**src/rtl/bit_vector_assembler.sv**
```systemverilog
// rtl/bit_vector_assembler.sv - packs CHUNK_W-bit beats LSB-first into a VEC_W-bit vector
//
// Purpose:
//   Feeder for the population counter. Beats arriving on the in_* handshake
//   are written at ascending chunk positions of an internal vector. After
//   NUM_BEATS beats, or on an earlier beat tagged in_last, the vector is held
//   on the out_* handshake until the downstream stage takes it.
//
// Ports:
//   clk        - single clock, rising edge
//   rst_n      - asynchronous active-low reset
//   in_data    - beat payload (CHUNK_W bits)
//   in_valid   - beat offered
//   in_last    - final beat of the vector, qualified by in_valid
//   in_ready   - assembler accepts a beat (high only while filling)
//   out_vec    - assembled vector (VEC_W bits)
//   out_valid  - out_vec complete and stable
//   out_ready  - downstream accepts out_vec
//   out_beats  - number of beats that formed out_vec

module bit_vector_assembler #(
    parameter int VEC_W   = 255,
    parameter int CHUNK_W = 8
) (
    input  logic                                            clk,
    input  logic                                            rst_n,
    input  logic [CHUNK_W-1:0]                              in_data,
    input  logic                                            in_valid,
    input  logic                                            in_last,
    output logic                                            in_ready,
    output logic [VEC_W-1:0]                                out_vec,
    output logic                                            out_valid,
    input  logic                                            out_ready,
    output logic [$clog2(((VEC_W+CHUNK_W-1)/CHUNK_W)+1)-1:0] out_beats
);

    localparam int NUM_BEATS = (VEC_W + CHUNK_W - 1) / CHUNK_W;
    localparam int BEAT_W    = $clog2(NUM_BEATS + 1);
    // The last beat may overhang the vector; the staging word is wide enough
    // to take every beat whole, and the overhang is dropped on the way back.
    localparam int WIDE_W    = NUM_BEATS * CHUNK_W;

    localparam logic [BEAT_W-1:0] LAST_IDX = BEAT_W'(NUM_BEATS - 1);

    typedef enum logic {
        FILL = 1'b0,
        HOLD = 1'b1
    } state_t;

    state_t              state_q, state_d;
    logic [VEC_W-1:0]    vec_q,   vec_d;
    logic [BEAT_W-1:0]   idx_q,   idx_d;
    logic [BEAT_W-1:0]   beats_q, beats_d;
    logic [WIDE_W-1:0]   wide;

    always_comb begin
        state_d = state_q;
        vec_d   = vec_q;
        idx_d   = idx_q;
        beats_d = beats_q;
        wide    = WIDE_W'(vec_q);

        case (state_q)
            FILL: begin
                if (in_valid) begin
                    // Constant-index decode of the beat position keeps every
                    // slice static.
                    for (int b = 0; b < NUM_BEATS; b++) begin
                        if (idx_q == BEAT_W'(b)) begin
                            wide[b*CHUNK_W +: CHUNK_W] = in_data;
                        end
                    end
                    vec_d = wide[VEC_W-1:0];
                    idx_d = idx_q + BEAT_W'(1);
                    if ((idx_q == LAST_IDX) || in_last) begin
                        state_d = HOLD;
                        beats_d = idx_q + BEAT_W'(1);
                    end
                end
            end
            HOLD: begin
                // Clearing here is what zeroes the untouched upper chunks of
                // an early-terminated vector.
                if (out_ready) begin
                    state_d = FILL;
                    vec_d   = '0;
                    idx_d   = '0;
                end
            end
            default: begin
                state_d = FILL;
            end
        endcase
    end

    always_ff @(posedge clk or negedge rst_n) begin
        if (!rst_n) begin
            state_q <= FILL;
            vec_q   <= '0;
            idx_q   <= '0;
            beats_q <= '0;
        end else begin
            state_q <= state_d;
            vec_q   <= vec_d;
            idx_q   <= idx_d;
            beats_q <= beats_d;
        end
    end

    assign in_ready  = (state_q == FILL);
    assign out_valid = (state_q == HOLD);
    assign out_vec   = vec_q;
    assign out_beats = beats_q;

endmodule

```
**config.mk**
```make
export PLATFORM = sky130hd
export DESIGN_NAME = bit_vector_assembler
export DESIGN_NICKNAME = d
export VERILOG_FILES = /design/src/rtl/bit_vector_assembler.sv
export SDC_FILE = /design/constraint.sdc
export NUM_CORES = 1
export LEC_CHECK = 0
export CELL_PAD_IN_SITES_DETAIL_PLACEMENT = 0
export CELL_PAD_IN_SITES_GLOBAL_PLACEMENT = 1
export CORE_MARGIN = 3
export CORE_UTILIZATION = 37
export CTS_CLUSTER_SIZE = 20
export DETAILED_ROUTE_END_ITERATION = 12
export GPL_ROUTABILITY_DRIVEN = 0
export MAX_ROUTING_LAYER = met4
export PLACE_DENSITY_LB_ADDON = 0.1
export RECOVER_POWER = 25
export SETUP_SLACK_MARGIN = 0.3
export SLEW_MARGIN = 25
export SYNTH_ARGS = -nofsm -noshare
export SYNTH_HDL_FRONTEND = slang
export SYNTH_SLANG_ARGS = --single-unit
```
**constraint.sdc**
```tcl
create_clock -name clk -period 2.55 [get_ports clk]
set_clock_uncertainty 0.05 [all_clocks]
set_input_delay 0.51 -clock clk [delete_from_list [all_inputs] [get_ports clk]]
set_output_delay 0.51 -clock clk [all_outputs]
set_load 0.005 [all_outputs]
```
==> flow_metrics.env, run 1 <==
export IMPL_status="finished clean"
export IMPL_die_h_um=173
export IMPL_finalMaxSlewViolations=0
export IMPL_synth_distinct_cells=33
export IMPL_clkPwrFrac_pct=39.8
export IMPL_wl_per_cell_um=21.0
export IMPL_tightest_slew_ps=957
export IMPL_grt_max_degree=70
export IMPL_slowest_delay_ps=520
export IMPL_max_freq_mhz=445
export IMPL_clockBufferDepth=3
export IMPL_min_period_ps=2250
export IMPL_clkTransAtPathRegs_ps=60
export IMPL_hpwl_mm=22.2
export IMPL_reg2reg_slack_ps=480
export IMPL_area_growth_pct=43.3
export IMPL_relSlewSlack_pct=36.2
export IMPL_p_per_area_mw_per_mm2=748
export IMPL_cts_buffers=29
export IMPL_num_io_pins=276
export IMPL_path_buf_inv=2
export IMPL_final_common_cell="clkdlybuf4s50_1"
export IMPL_ant_nets=0
export IMPL_placed_cell_area_mm2=0.0138
export IMPL_drive_gt1_share_pct=9.75
export IMPL_yosysTopAreaCell="dfrtp_1"
export IMPL_syn_mean_instance_area_um2=10.5
export IMPL_critPathLaunchType="flop"
export IMPL_final_cell_area_mm2=0.0148
export IMPL_rows=60
export IMPL_path_class="flop to output pin"
export IMPL_overflow=0
export IMPL_die_w_um=173
export IMPL_crit_arrival_ps=1690
export IMPL_clock_sinks=268
export IMPL_critPathCaptureType="output pin"
export IMPL_drc=0
export IMPL_reg2regPathDepth=6
export IMPL_cts_root_buf="clkbuf_16"
export IMPL_fillerInstances=2435
export IMPL_syn_inst=985
export IMPL_detail_route_iter0_violations=674
export IMPL_ys_ff_latch=268
export IMPL_total_power_mw=11.1
export IMPL_ir_drop_v=0.000405
export IMPL_wirelength_mm=34.6
export IMPL_regToRegStartpoint="idx_q[0]"
export IMPL_crit_start="out_valid"
export IMPL_seq_area_frac_synth_pct=64.8
export IMPL_start_util_pct=38.0
export IMPL_mostFrequentLayoutCells="274 x clkdlybuf4s50_1, 268 x dfrtp_1, 266 x nand3_1"
export IMPL_vias=8566
export IMPL_grt_pass1_wl_mm=53.5
export IMPL_drv_cap=0
export IMPL_fin_crit_sh_pct=88.2
export IMPL_yosysWarnings=0
export IMPL_setup_viol_count_final=0
export IMPL_grt_setup_unrepaired="no"
export IMPL_grt_usage_pct=23.3
export IMPL_power_frac_comb_pct=16.7
export IMPL_finalSetupTns_ps=0
export IMPL_h_tree_depth=1
export IMPL_finalCoreUtilization_pct=54.4
export IMPL_coreArea_mm2=0.0273
export IMPL_hold_path_cell_count=2
export IMPL_viasPerCell=5.21
export IMPL_min_to="out_vec[238]"
export IMPL_antenna_found_initial=2
export IMPL_hold_violations=0
export IMPL_leakage_nw=6.29
export IMPL_io_buffers=275
export IMPL_crit_chain="buf_6 -> clkdlybuf4s50_1"
export IMPL_fin_nets=1268
export IMPL_power_frac_seq_pct=43.5
export IMPL_switching_share_pct=26.8
export IMPL_r2r_end="out_vec[161]"
export IMPL_die_area_mm2=0.0300
export IMPL_internal_power_mw=8.12
export IMPL_grt_pass1_vias=8426
export IMPL_firstDrtPassIters=5
export IMPL_cts_tree="yes"
export IMPL_antenna_cells=0
export IMPL_cp_top_family="buffers and inverters"
export IMPL_syn_num_nets=1003
export IMPL_synth_area_leaders="dfrtp_1 65%, nand3_1 13%, o21ai_0 12%, clkbuf_1 2.4%, nand3_2 1.1%"
export IMPL_p_sw_mw=2.98
export IMPL_synth_top_area_share_pct=64.8
export IMPL_holdCritStartpoint="out_vec[238]"
export IMPL_hp_class="flop to flop"
export IMPL_slowest_stage="clkdlybuf4s50_1"
export IMPL_worst_ep_required_time_ps=1990
export IMPL_path_max_fanout=7
export IMPL_insertion_delay_ps=540
export IMPL_synth_area_mm2=0.0103
==> power by group through the flow <==
| stage | combinational (mW) | sequential (mW) | clock [mW] |
|---|---|---|---|
| 6_report | 1.85 | 4.83 | 4.42 |
| 5_1_grt | 2.01 | 4.86 | 4.70 |
| 2_1_floorplan | 0.623 | 4.85 | 0 |
| 3_3_place_gp | 1.86 | 4.90 | 0 |
| 3_5_place_dp | 1.88 | 4.90 | 0 |
| 4_1_cts | 1.90 | 4.82 | 4.50 |
==> tightest hold or removal path, delay by kind of cell, from the launching register on <==
family | cells | cell delay [ps]
AOI/OAI and AO/OA | 1 | 60
DFF | 1 | 340
and+or+nand+nor | 1 | 60
==> synth_stat cells, drive strengths merged <==
master and count:
and3 1, nor4b 1, a311oi 1, nor2b 3, buf 34, mux2 2, inv 4, clkbuf 65
dfrtp 268, o211ai 2, nand2 29, nor3 1, o21ai 262, nor4bb 2, nand4 1, mux2i 3
o31ai 1, ha 5, and3b 1, xor2 1, clkinv 1, and2 1, xnor2 1, a22oi 8
nand3 277, nand2b 1, a22o 1, nor2 8
==> per-stage QoR <==
step                hold slack, ps  cells  worst slack [ps]
floorplan                      164    985               638
global placement               430   1589               232
detailed placement             439   1589               183
CTS                            453   1644               327
global route                   471   1644               256
finish                         444   1644               301
==> cell type report <==
type | count | area [µm²] | share of cell area (%)
flip-flops and latches | 268 | 6710 | 45.2
repair buffers | 333 | 3370 | 22.7
inverters | 5 | 23.8 | 0.160
clock inverters | 14 | 176 | 1.19
clock buffers | 39 | 833 | 5.62
multi-input cells | 613 | 3250 | 21.9
well taps | 372 | 465 | 3.14
==> cell families after synthesis <==
| group | synth area share, % |
|---|---|
| AND/OR/NAND/NOR | 16.3 |
| buffers and inverters | 3.99 |
| AO/OA/AOI/OAI | 13.6 |
| multiplexers | 0.508 |
| adder cells (fa/ha/maj) | 0.604 |
| flip-flops | 64.8 |
| XOR/XNOR | 0.169 |
==> layer usage <==
layer	GRT usage (%)	wire length (µm)
met5	-	0
met1	33.1	16200
met2	34.4	15500
met4	4.73	637
met3	5.34	2250
==> worst max-delay path by stage <==
stage / end / cells after the start
finish: out_valid / 2
global route: out_valid / 2
CTS: out_valid / 2
detailed placement: out_vec[50] / 7
global placement: out_vec[34] / 7
floorplan: out_beats[0] / 7
==> timing repair <==
action / 4_1_cts / 5_1_grt
endpoints found under the setup margin: 2 / 0
gates resized for setup: 4 / 0
hold buffers: 1 / 0
hold endpoints to repair: 62 / 0
buffers inserted: 1 / 0
==> sequential cells by signal, summed over array words and instances, names as in the netlist <==
name	flops
idx_q	6
out_beats	6
out_vec	255
out_valid	1
No activity file was read; power rests on OpenSTA's default activity.
==> run 2: changes to the inputs <==
--- a/config.mk
+++ b/config.mk
@@ -8,7 +8,7 @@
 export CELL_PAD_IN_SITES_DETAIL_PLACEMENT = 0
 export CELL_PAD_IN_SITES_GLOBAL_PLACEMENT = 1
 export CORE_MARGIN = 3
-export CORE_UTILIZATION = 37
+export CORE_UTILIZATION = 40
 export CTS_CLUSTER_SIZE = 20
 export DETAILED_ROUTE_END_ITERATION = 12
 export GPL_ROUTABILITY_DRIVEN = 0
==> constraint.sdc (replaced) <==
create_clock -name clk -period 2.65 [get_ports clk]
set_clock_uncertainty 0.05 [all_clocks]
set_input_delay 0.53 -clock clk [delete_from_list [all_inputs] [get_ports clk]]
set_output_delay 0.53 -clock clk [all_outputs]
set_load 0.005 [all_outputs]
==> run 2 against run 1 <==
Compared with the run above: register-to-register slack gained 60 ps; wire length fell by 5.4%; sequential power shrank 4.1%.
==> flow_metrics.env, run 2 (synthesized netlist as in run 1, its figures left out) <==
export IMPL_power_frac_seq_pct=44.5
export IMPL_fin_cells=1591
export IMPL_cts_buffers=29
export IMPL_p_per_area_mw_per_mm2=714
export IMPL_largest_reg_flops=255
export IMPL_fillerInstances=2252
export IMPL_clockBufferDepth=3
export IMPL_die_w_um=167
export IMPL_io_buffers=275
export IMPL_num_io_pins=276
export IMPL_p_sw_mw=2.73
export IMPL_viasPerCell=5.27
export IMPL_grt_pass1_vias=8278
export IMPL_finalSetupTns_ps=0
export IMPL_ant_nets=0
export IMPL_ir_drop_v=0.000531
export IMPL_switching_share_pct=26.2
export IMPL_vias=8391
export IMPL_drc=0
export IMPL_coreArea_mm2=0.0253
export IMPL_h_tree_depth=1
export IMPL_min_period_ps=2260
export IMPL_path_max_fanout=10
export IMPL_wl_per_cell_um=20.6
export IMPL_mostFrequentLayoutCells="274 x clkdlybuf4s50_1, 267 x dfrtp_1, 266 x nand3_1"
export IMPL_antenna_found_initial=0
export IMPL_grt_setup_unrepaired="no"
export IMPL_slowest_delay_ps=540
export IMPL_grt_pass1_wl_mm=50.9
export IMPL_cts_tree="yes"
export IMPL_leakage_nw=6.19
export IMPL_crit_chain="buf_4 -> clkdlybuf4s50_1"
export IMPL_die_h_um=167
export IMPL_final_common_cell="clkdlybuf4s50_1"
export IMPL_crit_arrival_ps=1680
export IMPL_cts_root_buf="clkbuf_16"
export IMPL_total_power_mw=10.4
export IMPL_max_freq_mhz=442
export IMPL_firstDrtPassIters=5
export IMPL_clkTransAtPathRegs_ps=60
export IMPL_dp_cells=1538
export IMPL_drv_cap=0
export IMPL_setup_viol_count_final=0
export IMPL_rows=58
export IMPL_critPathLaunchType="flop"
export IMPL_status="finished clean"
export IMPL_clock_sinks=268
export IMPL_relSlewSlack_pct=23.8
export IMPL_slowest_stage="clkdlybuf4s50_1"
export IMPL_detail_route_iter0_violations=672
export IMPL_tightest_slew_ps=1140
export IMPL_insertion_delay_ps=530
export IMPL_wirelength_mm=32.7
export IMPL_final_cell_area_mm2=0.0146
export IMPL_finalMaxSlewViolations=0
export IMPL_power_frac_comb_pct=16.5
export IMPL_worst_ep_required_time_ps=2070
export IMPL_fin_nets=1259
export IMPL_fin_crit_sh_pct=85.4
export IMPL_area_growth_pct=41.0
export IMPL_holdWs_ps=444
export IMPL_internal_power_mw=7.69
export IMPL_overflow=0
export IMPL_hpwl_mm=21.4
export IMPL_start_util_pct=40.9
export IMPL_grt_usage_pct=23.7
export IMPL_grt_max_degree=79
export IMPL_antenna_cells=0
export IMPL_clkPwrFrac_pct=39.0
export IMPL_cp_top_family="buffers and inverters"
export IMPL_path_class="flop to output pin"
export IMPL_placed_cell_area_mm2=0.0136
export IMPL_hold_violations=0
export IMPL_drive_gt1_share_pct=8.80
export IMPL_path_buf_inv=2
export IMPL_critPathCaptureType="output pin"
export IMPL_die_area_mm2=0.0278
export IMPL_hp_class="flop to flop"
## run 2: layout make-up
type / count / area [µm²] / share of cell area [%]
Sequential cell: 268 / 6710 / 46.0
Clock inverter: 6 / 105 / 0.720
Inverter: 5 / 20.0 / 0.137
Clock buffer: 45 / 856 / 5.86
Timing Repair Buffer: 324 / 3240 / 22.2
Tap cell: 330 / 413 / 2.83
Multi-Input combinational cell: 613 / 3250 / 22.3
## run 2: per-stage QoR
stage	setup slack [ps]	util, %
5_1_grt	218	57.6
6_report	387	57.6
4_1_cts	363	57.7
2_1_floorplan	738	-
3_5_place_dp	88.5	53.8
3_3_place_gp	177	53.8
## run 2: worst register-to-register path, delay by kind of cell, from the launching register on
family | cells | cell delay, ps
AO/OA/AOI/OAI | 1 | 120
adder cells (fa/ha/maj) | 1 | 460
buffers and inverters | 1 | 170
flip-flops | 1 | 450
AND/OR/NAND/NOR | 2 | 710
## run 2: power by group through the flow
stage	registers (mW)	clock network [mW]	logic, mW
global placement	4.70	0	1.72
CTS	4.63	4.15	1.75
global route	4.67	4.32	1.88
finish	4.63	4.07	1.72
detailed placement	4.71	0	1.74
floorplan	4.67	0	0.600
## run 2: routing by layer
metal	vias to the layer above	share of wire (%)	global-route usage, %
li1	3997	-	-
met1	4089	44	32.4
met2	277	47	37.0
met3	28	8.2	6.12
met4	0	1.1	3.62
met5	-	0	-
## run 2: path summary, 6_finish.rpt
kind | from | endpoint | slack, ps | cells past startpoint
max | out_valid | out_valid | 390 | 2
min | out_vec[99] | out_vec[99] | 440 | 2
max reg2reg | idx_q[0] | out_vec[162] | 540 | 5
min reg2reg | out_vec[99] | out_vec[99] | 440 | 2
max in group asynchronous | rst_n | out_vec[26] | 540 | 3
min in group asynchronous | rst_n | out_vec[126] | 710 | 2
## run 2: what timing repair did
action                                  4_1_cts  5_1_grt
endpoints found under the setup margin        2        0
resized for setup                             2        0
hold endpoints to repair                     37        0
hold buffers                                  1        0
setup buffers                                 1        0
